### config.mk
export PLATFORM = sky130hd
export DESIGN_NAME = ram8x72_fifo_ctrl
export DESIGN_NICKNAME = d
export VERILOG_FILES = /design/src/rtl/ram8x72_fifo_ctrl.sv
export SDC_FILE = /design/constraint.sdc
export NUM_CORES = 1
export LEC_CHECK = 0
export CORE_AREA = 2 2 118 120
export CTS_CLUSTER_DIAMETER = 150
export DETAILED_ROUTE_END_ITERATION = 10
export DIE_AREA = 0 0 120 122
export PLACE_DENSITY = 0.71
export SYNTH_ARGS = -nofsm -noshare
export SYNTH_HDL_FRONTEND = slang
export SYNTH_SLANG_ARGS = --single-unit
### constraint.sdc
create_clock -name clk -period 7.57 [get_ports clk]
set_clock_uncertainty 0.15 [all_clocks]
set_input_delay 1.514 -clock clk [delete_from_list [all_inputs] [get_ports clk]]
set_output_delay 1.514 -clock clk [all_outputs]
set_load 0.03 [all_outputs]
### src/rtl/ram8x72_fifo_ctrl.sv
// ram8x72_fifo_ctrl
// Wraps a single-port 8x72 DFF RAM into a 72-bit valid/ready FIFO. Each cycle the
// RAM does either one write (push) or one read (prefetch into the output register).
// Reads are only issued when the output register and the read pipeline are empty,
// so the prefetch never collides with an unconsumed word.
module ram8x72_fifo_ctrl #(
    parameter int DATA_W = 72,
    parameter int ADDR_W = 3
) (
    input  logic              clk,
    input  logic              rst_n,
    input  logic              s_valid,
    output logic              s_ready,
    input  logic [DATA_W-1:0] s_data,
    output logic              m_valid,
    input  logic              m_ready,
    output logic [DATA_W-1:0] m_data,
    output logic              ram_wr_n,
    output logic [ADDR_W-1:0] ram_address,
    output logic [DATA_W-1:0] ram_wdata,
    input  logic [DATA_W-1:0] ram_rdata,
    output logic [3:0]        level
);

    localparam logic [ADDR_W:0]   CNT_FULL = {1'b1, {ADDR_W{1'b0}}};
    localparam logic [ADDR_W:0]   CNT_ZERO = {(ADDR_W+1){1'b0}};
    localparam logic [ADDR_W:0]   CNT_ONE  = {{ADDR_W{1'b0}}, 1'b1};
    localparam logic [ADDR_W-1:0] PTR_ONE  = {{(ADDR_W-1){1'b0}}, 1'b1};

    // Registered state
    logic              r_run;        // low in reset and the first cycle after it; keeps s_ready low
    logic [ADDR_W-1:0] r_wr_ptr;
    logic [ADDR_W-1:0] r_rd_ptr;
    logic [ADDR_W:0]   r_ram_cnt;
    logic              r_rd_pend;
    logic              r_m_valid;
    logic [DATA_W-1:0] r_m_data;
    logic [3:0]        r_level;

    // Combinational decisions and next-state values
    logic              w_rd_req;
    logic              w_s_ready;
    logic              w_wr;
    logic [ADDR_W-1:0] w_wr_ptr_nxt;
    logic [ADDR_W-1:0] w_rd_ptr_nxt;
    logic [ADDR_W:0]   w_ram_cnt_nxt;
    logic              w_rd_pend_nxt;
    logic              w_m_valid_nxt;
    logic [DATA_W-1:0] w_m_data_nxt;
    logic [3:0]        w_level_nxt;

    // Arbitration: prefetch has priority over push; both derived from registered state only
    always_comb begin
        w_rd_req  = 1'b0;
        w_s_ready = 1'b0;
        w_wr      = 1'b0;
        if ((r_ram_cnt != CNT_ZERO) && !r_m_valid && !r_rd_pend) begin
            w_rd_req = 1'b1;
        end else begin
            w_rd_req = 1'b0;
        end
        if (r_run && (r_ram_cnt != CNT_FULL) && !w_rd_req) begin
            w_s_ready = 1'b1;
        end else begin
            w_s_ready = 1'b0;
        end
        w_wr = s_valid && w_s_ready;
    end

    // RAM port drive: write address on push cycles, read pointer otherwise
    always_comb begin
        ram_wr_n    = 1'b1;
        ram_address = r_rd_ptr;
        ram_wdata   = s_data;
        if (w_wr) begin
            ram_wr_n    = 1'b0;
            ram_address = r_wr_ptr;
        end else begin
            ram_wr_n    = 1'b1;
            ram_address = r_rd_ptr;
        end
    end

    // Next-state for pointers, occupancy, read pipeline and output register
    always_comb begin
        w_wr_ptr_nxt  = r_wr_ptr;
        w_rd_ptr_nxt  = r_rd_ptr;
        w_ram_cnt_nxt = r_ram_cnt;
        w_rd_pend_nxt = w_rd_req;
        w_m_valid_nxt = r_m_valid;
        w_m_data_nxt  = r_m_data;
        if (w_wr) begin
            w_wr_ptr_nxt  = r_wr_ptr + PTR_ONE;
            w_ram_cnt_nxt = r_ram_cnt + CNT_ONE;
        end else if (w_rd_req) begin
            w_rd_ptr_nxt  = r_rd_ptr + PTR_ONE;
            w_ram_cnt_nxt = r_ram_cnt - CNT_ONE;
        end else begin
            w_wr_ptr_nxt  = r_wr_ptr;
            w_ram_cnt_nxt = r_ram_cnt;
        end
        // a capture on the same edge as a pop replaces the popped word
        if (r_rd_pend) begin
            w_m_valid_nxt = 1'b1;
            w_m_data_nxt  = ram_rdata;
        end else if (r_m_valid && m_ready) begin
            w_m_valid_nxt = 1'b0;
            w_m_data_nxt  = r_m_data;
        end else begin
            w_m_valid_nxt = r_m_valid;
            w_m_data_nxt  = r_m_data;
        end
        w_level_nxt = 4'(w_ram_cnt_nxt) + {3'b000, w_rd_pend_nxt} + {3'b000, w_m_valid_nxt};
    end

    // Control state register; an in-flight read is dropped by clearing r_rd_pend
    always_ff @(posedge clk or negedge rst_n) begin
        if (!rst_n) begin
            r_run     <= 1'b0;
            r_wr_ptr  <= {ADDR_W{1'b0}};
            r_rd_ptr  <= {ADDR_W{1'b0}};
            r_ram_cnt <= CNT_ZERO;
            r_rd_pend <= 1'b0;
            r_m_valid <= 1'b0;
            r_level   <= 4'd0;
        end else begin
            r_run     <= 1'b1;
            r_wr_ptr  <= w_wr_ptr_nxt;
            r_rd_ptr  <= w_rd_ptr_nxt;
            r_ram_cnt <= w_ram_cnt_nxt;
            r_rd_pend <= w_rd_pend_nxt;
            r_m_valid <= w_m_valid_nxt;
            r_level   <= w_level_nxt;
        end
    end

    // Output data register, held stable until a new word is captured
    always_ff @(posedge clk or negedge rst_n) begin
        if (!rst_n) begin
            r_m_data <= {DATA_W{1'b0}};
        end else begin
            r_m_data <= w_m_data_nxt;
        end
    end

    assign s_ready = w_s_ready;
    assign m_valid = r_m_valid;
    assign m_data  = r_m_data;
    assign level   = r_level;

endmodule
==> results of run 1 <==
-- Yosys cell counts, drive strengths merged (2+ instances only) --
| cell type | n |
|---|---|
| dfrtp | 89 |
| inv | 5 |
| mux2i | 3 |
| nand2 | 2 |
| xnor2 | 6 |
| nor2b | 2 |
| mux2 | 77 |
| xor2 | 3 |
| buf | 80 |
| ha | 5 |
-- worst max-delay path, delay by kind of cell --
kind	cells	cell delay, ns
buffers and inverters	2	1.06
AOI/OAI and AO/OA	1	0.41
muxes	1	0.39
-- placed cells by master, fill, tap and decap left out, types with 2 or more instances in the layout --
cell / count
clkbuf_8: 2
clkbuf_16: 9
dfrtp_1: 88
inv_1: 5
nand2_1: 2
clkdlybuf4s50_1: 156
mux2i_1: 2
xnor2_1: 6
mux2_2: 77
xor2_1: 3
clkinvlp_4: 3
ha_1: 5
buf_4: 2
-- through the flow --
stage / hold slack [ns] / instances
after floorplan: 0.289 / 289
after global placement: 0.321 / 546
after detailed placement: 0.312 / 546
after CTS: 0.326 / 562
after global routing: 0.337 / 562
final: 0.323 / 562
-- area by class of cell --
type | instances | area, um^2 | area share [%]
Sequential cell | 89 | 2230 | 40.1
Timing Repair Buffer | 158 | 1580 | 28.4
Multi-Input combinational cell | 114 | 1220 | 22.0
Clock buffer | 12 | 256 | 4.62
Tap cell | 180 | 225 | 4.06
Clock inverter | 4 | 27.5 | 0.496
Inverter | 5 | 18.8 | 0.338
-- where the power goes --
group | switching [mW] | leakage (nW) | internal, mW
combinational | 0.786 | 1.08 | 0.719
sequential | 0.133 | 1.04 | 0.725
clock | 0.177 | 0.131 | 0.240
-- registers in the layout, indices dropped and copies added (netlist names) --
name and cells:
r_ram_cnt 4, m_valid 1, r_rd_pend 1, r_rd_ptr 3, m_data 72, r_wr_ptr 3, r_run 1, level 4
-- logic make-up after synthesis --
family          Yosys count  share of synthesized area [%]
simple gates             11                           1.70
xor+xnor                  9                           1.95
flops                    89                           55.0
other cells               1                         0.0926
buf+inv                  86                           14.9
fa+ha+maj                 6                           2.04
compound gates            7                           1.85
mux                      80                           22.5
-- layer usage --
layer	track usage [%]	wire, um	vias up
li1	-	-	1074
met1	12.6	3100	1154
met2	19.0	4270	158
met3	5.81	1130	25
met4	6.54	225	0
met5	0	0	-
-- worst max path at each step --
stage / start / endpoint / slack (ns)
after global placement: s_valid / ram_address[1] / 2.55
after floorplan: s_valid / ram_address[0] / 3.56
final: s_valid / ram_address[0] / 2.54
after global routing: s_valid / ram_address[2] / 2.49
after CTS: s_valid / ram_address[0] / 2.54
after detailed placement: s_valid / ram_address[0] / 2.55
==> key figures, run 1 <==
Run status
  – Status: complete, no violations

Worst setup path
  – CP dominant cell by count: clkdlybuf4s50_1
  – Length in cells of the worst reg-to-reg path: 9
  – Worst r2r dst: level[2]
  – Worst-path cell chain: clkdlybuf4s50_1 -> o2111a_2 -> mux2_2 -> clkdlybuf4s50_1
  – CP max FO: 13
  – Max incr delay on CP: ~0.60 ns
  – Setup CP Type: in -> out
  – Worst Path Arrival: 3.36 ns
  – CP max-delay cell: clkdlybuf4s50_1
  – Reg2Reg Setup Slack: 4.76 ns
  – CP Capture Type: output pin
  – Critical Path Start Type: input port
  – Reg2reg start: r_ram_cnt[0]
  – Critical Path RT: 5.91 ns

Floorplanning
  – Die H: 122 um
  – Die Width: between 100 and 150 um
  – Die Footprint: 0.0146 mm^2
  – Core area: between 0.01 and 0.015 mm^2
  – Cell row count: between 40 and 50
  – IO Count: 302
  – Initial Util: 30.0%

STA
  – Slew Limit Fails: 0
  – Max-slew headroom: approximately 27%
  – # setup viols final: 0
  – Worst slew pin tran: between 1 and 1.5 ns
  – Tcrit/Tclk final: 66.4%
  – RSZ-0062 raised after global routing: false
  – Fmax: ~200 MHz
  – PnR worst setup slack: 2.54 ns
  – Setup TNS: 0 ns
  – Final hold violation count: 0
  – Min cycle time layout: 5.03 ns

Clock network
  – H-tree depth: 3
  – CTS root buf: clkbuf_16
  – Clk Latency, worst-skew pair: 0.34 ns
  – CTS resizes: 0
  – Post-cts hold buffer count: 0
  – Max Root-Sink Buffers: 2
  – CTS tree: yes
  – Clock slew at reported path FFs: 0.06 ns
  – Post-CTS Setup Bufs: 0
  – Clk sinks: 89
  – Total CTS buffers: 9

Placed design
  – Dpl cell area: about 0.0053 mm^2
  – Pre-CTS WS: 2.55 ns
  – Final HPWL DP: about 6500 um
  – RePlAce Congestion: 0.716
  – Port buffer count: 157

Job
  – Max-Cap Viols: 0

GRT
  – Largest net degree at the start of global routing: 90
  – Total GRT Usage: 11.8%
  – Initial antenna violation count: 0
  – Number of global-route vias before repair: about 2500
  – GRT overflow: 0
  – Global-route wire length before repair: 13400 um

Synth
  – Top area cells in the synthesized netlist: dfrtp_1, mux2_2, buf_4
  – Yosys reg bits: between 80 and 90
  – Cell variety after synth: 30
  – YS warnings: 0
  – Mapped Area: 0.00405 mm^2
  – Synth top area share: between 50% and 60%
  – Synth Flop Type: dfrtp_1
  – Synthesized area per cell: 14.0 um^2
  – Post-Synthesis Cells: 289
  – Net Count, Synth: 443
  – Largest area contributor in the netlist: dfrtp_1
  – EDFF count, synth: 0
  – Synth async-reset ratio: 100%
  – Sequential-to-total area share from yosys stat: ~55%

Detailed routing
  – DRT Wirelength: 8720 um
  – Wirelength per Cell: 15.5 um
  – First-pass DRT Iterations: 3
  – Via Count: 2411
  – Antenna Nets Post-Route: 0
  – # DRC: 0
  – DR vias/cell: 4.29
  – DR iter-0 viols: 39

Worst hold path
  – Hold Crit Start: r_wr_ptr[2]
  – HP Class: reg -> reg
  – Worst Hold Depth: 1
  – Worst Hold Endpoint: r_wr_ptr[2]

Power and ir drop
  – Maximum vdd drop: approximately 0.28 mV
  – Pwr Density: 501 mW/mm^2
  – Total power draw: about 2.8 mW
  – Leakage: 2.25 nW

Finish
  – Area growth syn-to-layout: 37.0%
  – Utilization after layout: 41.1%
  – Fillers: about 1300
  – NumNets Final: ~530
  – # diodes: 0
  – Layout cells sized above 1: a little over a quarter
  – Final Cell Area: approximately 0.0056 mm^2
No activity file was read; power rests on OpenSTA's default activity.
==> run 2: changes to the inputs <==
==> config.mk (replaced) <==
export PLATFORM = sky130hd
export DESIGN_NAME = ram8x72_fifo_ctrl
export DESIGN_NICKNAME = d
export VERILOG_FILES = /design/src/rtl/ram8x72_fifo_ctrl.sv
export SDC_FILE = /design/constraint.sdc
export NUM_CORES = 1
export LEC_CHECK = 0
export CORE_MARGIN = 2
export CORE_UTILIZATION = 31
export CTS_CLUSTER_DIAMETER = 150
export DETAILED_ROUTE_END_ITERATION = 10
export PLACE_DENSITY = 0.75
export SYNTH_ARGS = -nofsm -noshare
export SYNTH_HDL_FRONTEND = slang
export SYNTH_SLANG_ARGS = --single-unit
==> constraint.sdc (replaced) <==
create_clock -name clk -period 4.2 [get_ports clk]
set_clock_uncertainty 0.15 [all_clocks]
set_input_delay 0.84 -clock clk [delete_from_list [all_inputs] [get_ports clk]]
set_output_delay 0.84 -clock clk [all_outputs]
set_load 0.03 [all_outputs]
==> key figures, run 2 (same netlist as run 1, synthesis figures left out) <==
Run status
  – Status: complete, no violations

Placed design
  – Pre-CTS WS: ~0.51 ns
  – Port buffer count: 157
  – RePlAce Congestion: 0.732
  – Final HPWL DP: 6740 um

Power and ir drop
  – Maximum vdd drop: between 0.4 and 0.5 mV
  – Pwr Density: 913 mW/mm^2
  – Leakage: 2.26 nW

STA
  – Tcrit/Tclk final: 88.7%
  – # setup viols final: 0
  – Min cycle time layout: 3.73 ns
  – Hold WS: 0.321 ns
  – Worst slew pin tran: 1.10 ns
  – PnR worst setup slack: between 0.4 and 0.5 ns
  – RSZ-0062 raised after global routing: false
  – Slew Limit Fails: 0
  – Final hold violation count: 0
  – Fmax: 268 MHz
  – Setup TNS: 0 ns
  – Max-slew headroom: 26.5%

Worst setup path
  – Setup CP Type: reg -> out
  – Worst-path cell chain: inv_1 -> ha_1 -> nor2b_2 -> o2111a_2 -> mux2_2 -> clkdlybuf4s50_1
  – Critical Path RT: 3.21 ns
  – Max incr delay on CP: a little under 0.6 ns
  – CP Capture Type: output pin
  – Critical Path Start Type: register
  – CP max FO: 13
  – CP max-delay cell: clkdlybuf4s50_1
  – Length in cells of the worst reg-to-reg path: 9
  – Worst Path Arrival: 2.74 ns

Finish
  – # diodes: 0
  – Commonest non-fill, non-tap cell in the layout: clkdlybuf4s50_1
  – NumNets Final: 531
  – Utilization after layout: 43.8%
  – Layout cells sized above 1: 25.9%
  – Commonest non-fill, non-tap cells in the layout: clkdlybuf4s50_1, dfrtp_1, mux2_2
  – Area growth syn-to-layout: 36.9%
  – Max reg flops: 72

GRT
  – Initial antenna violation count: 0
  – GRT overflow: 0
  – Total GRT Usage: 13.0%
  – Largest net degree at the start of global routing: 90
  – Number of global-route vias before repair: 2636
  – Global-route wire length before repair: 14300 um

Floorplanning
  – Initial Util: between 30% and 40%
  – Die H: 118 um
  – Die Footprint: 0.0140 mm^2
  – IO Count: 302
  – Die Width: roughly 120 um
  – Cell row count: a little over 40
  – Core area: 0.0127 mm^2

Clock network
  – Post-cts hold buffer count: 0
  – CTS resizes: 0
  – Post-CTS Setup Bufs: 0
  – CTS tree: yes
  – Clk Latency, worst-skew pair: roughly 0.33 ns
  – Max Root-Sink Buffers: 2
  – Clk sinks: 89
  – H-tree depth: 3
  – Clock slew at reported path FFs: 0.06 ns
  – Total CTS buffers: 9
  – CTS root buf: clkbuf_16

Detailed routing
  – Via Count: about 2500
  – Wirelength per Cell: approximately 16 um
  – Antenna Nets Post-Route: 0
  – DR vias/cell: 4.43
  – First-pass DRT Iterations: 4
  – # DRC: 0
  – DR iter-0 viols: 84
  – DRT Wirelength: 9010 um

Job
  – Max-Cap Viols: 0

Worst hold path
  – Worst Hold Depth: 1
  – HP Class: reg -> reg
==> run 2: cell count changes in the layout (fill, tap and decap cells not counted) <==
cell,before,now
clkbuf_1,1,3
bufinv_16,0,1
clkinv_2,1,2
clkbuf_8,2,1
clkinvlp_4,3,0
==> run 2: worst paths after layout <==
check,from,to,slack (ns)
min reg2reg,r_wr_ptr[2],r_wr_ptr[2],0.32
min,r_wr_ptr[2],r_wr_ptr[2],0.32
min in group asynchronous,rst_n,r_ram_cnt[1],0.57
max,r_ram_cnt[0],ram_address[1],0.47
max reg2reg,r_ram_cnt[0],level[2],1.37
max in group asynchronous,rst_n,r_rd_pend,2.60
==> run 2: stage by stage <==
stage / std cells / instance area, um^2 / total power, mW
floorplan: 289 / 4050 / 3.35
global placement: 538 / 5260 / 4.25
finish: 554 / 5550 / 5.06
CTS: 554 / 5550 / 5.14
detailed placement: 538 / 5260 / 4.33
global route: 554 / 5550 / 5.34
==> run 2: critical path: cells and delay by family (launching register included) <==
kind                     cells  cell delay [ns]
AO/OA/AOI/OAI                1             0.46
adder cells (fa/ha/maj)      1             0.18
buffers and inverters        2             0.68
flip-flops                   1             0.43
multiplexers                 1             0.38
AND/OR/NAND/NOR              1             0.25
==> run 2: routing by layer <==
metal / track usage [%] / part of all wire [%]
met1: 13.2 / 35
met2: 22.3 / 52
met3: 6.08 / 10
met4: 6.55 / 2.8
met5: 0.368 / 0
==> run 2: final cells by class <==
class / count / area (um^2)
fill: 1169 / 7120
sequential: 89 / 2230
timing repair buffer: 158 / 1580
multi-input combinational: 114 / 1220
clock buffer: 13 / 250
tap: 172 / 215
clock inverter: 3 / 40.0
inverter: 5 / 18.8
==> run 2: report_power, final <==
| part | internal [mW] | total [mW] | switching (mW) |
|---|---|---|---|
| Combinational | 1.30 | 2.73 | 1.43 |
| Sequential | 1.31 | 1.55 | 0.244 |
| Clock | 0.476 | 0.785 | 0.309 |
| Total | 3.08 | 5.06 | 1.98 |
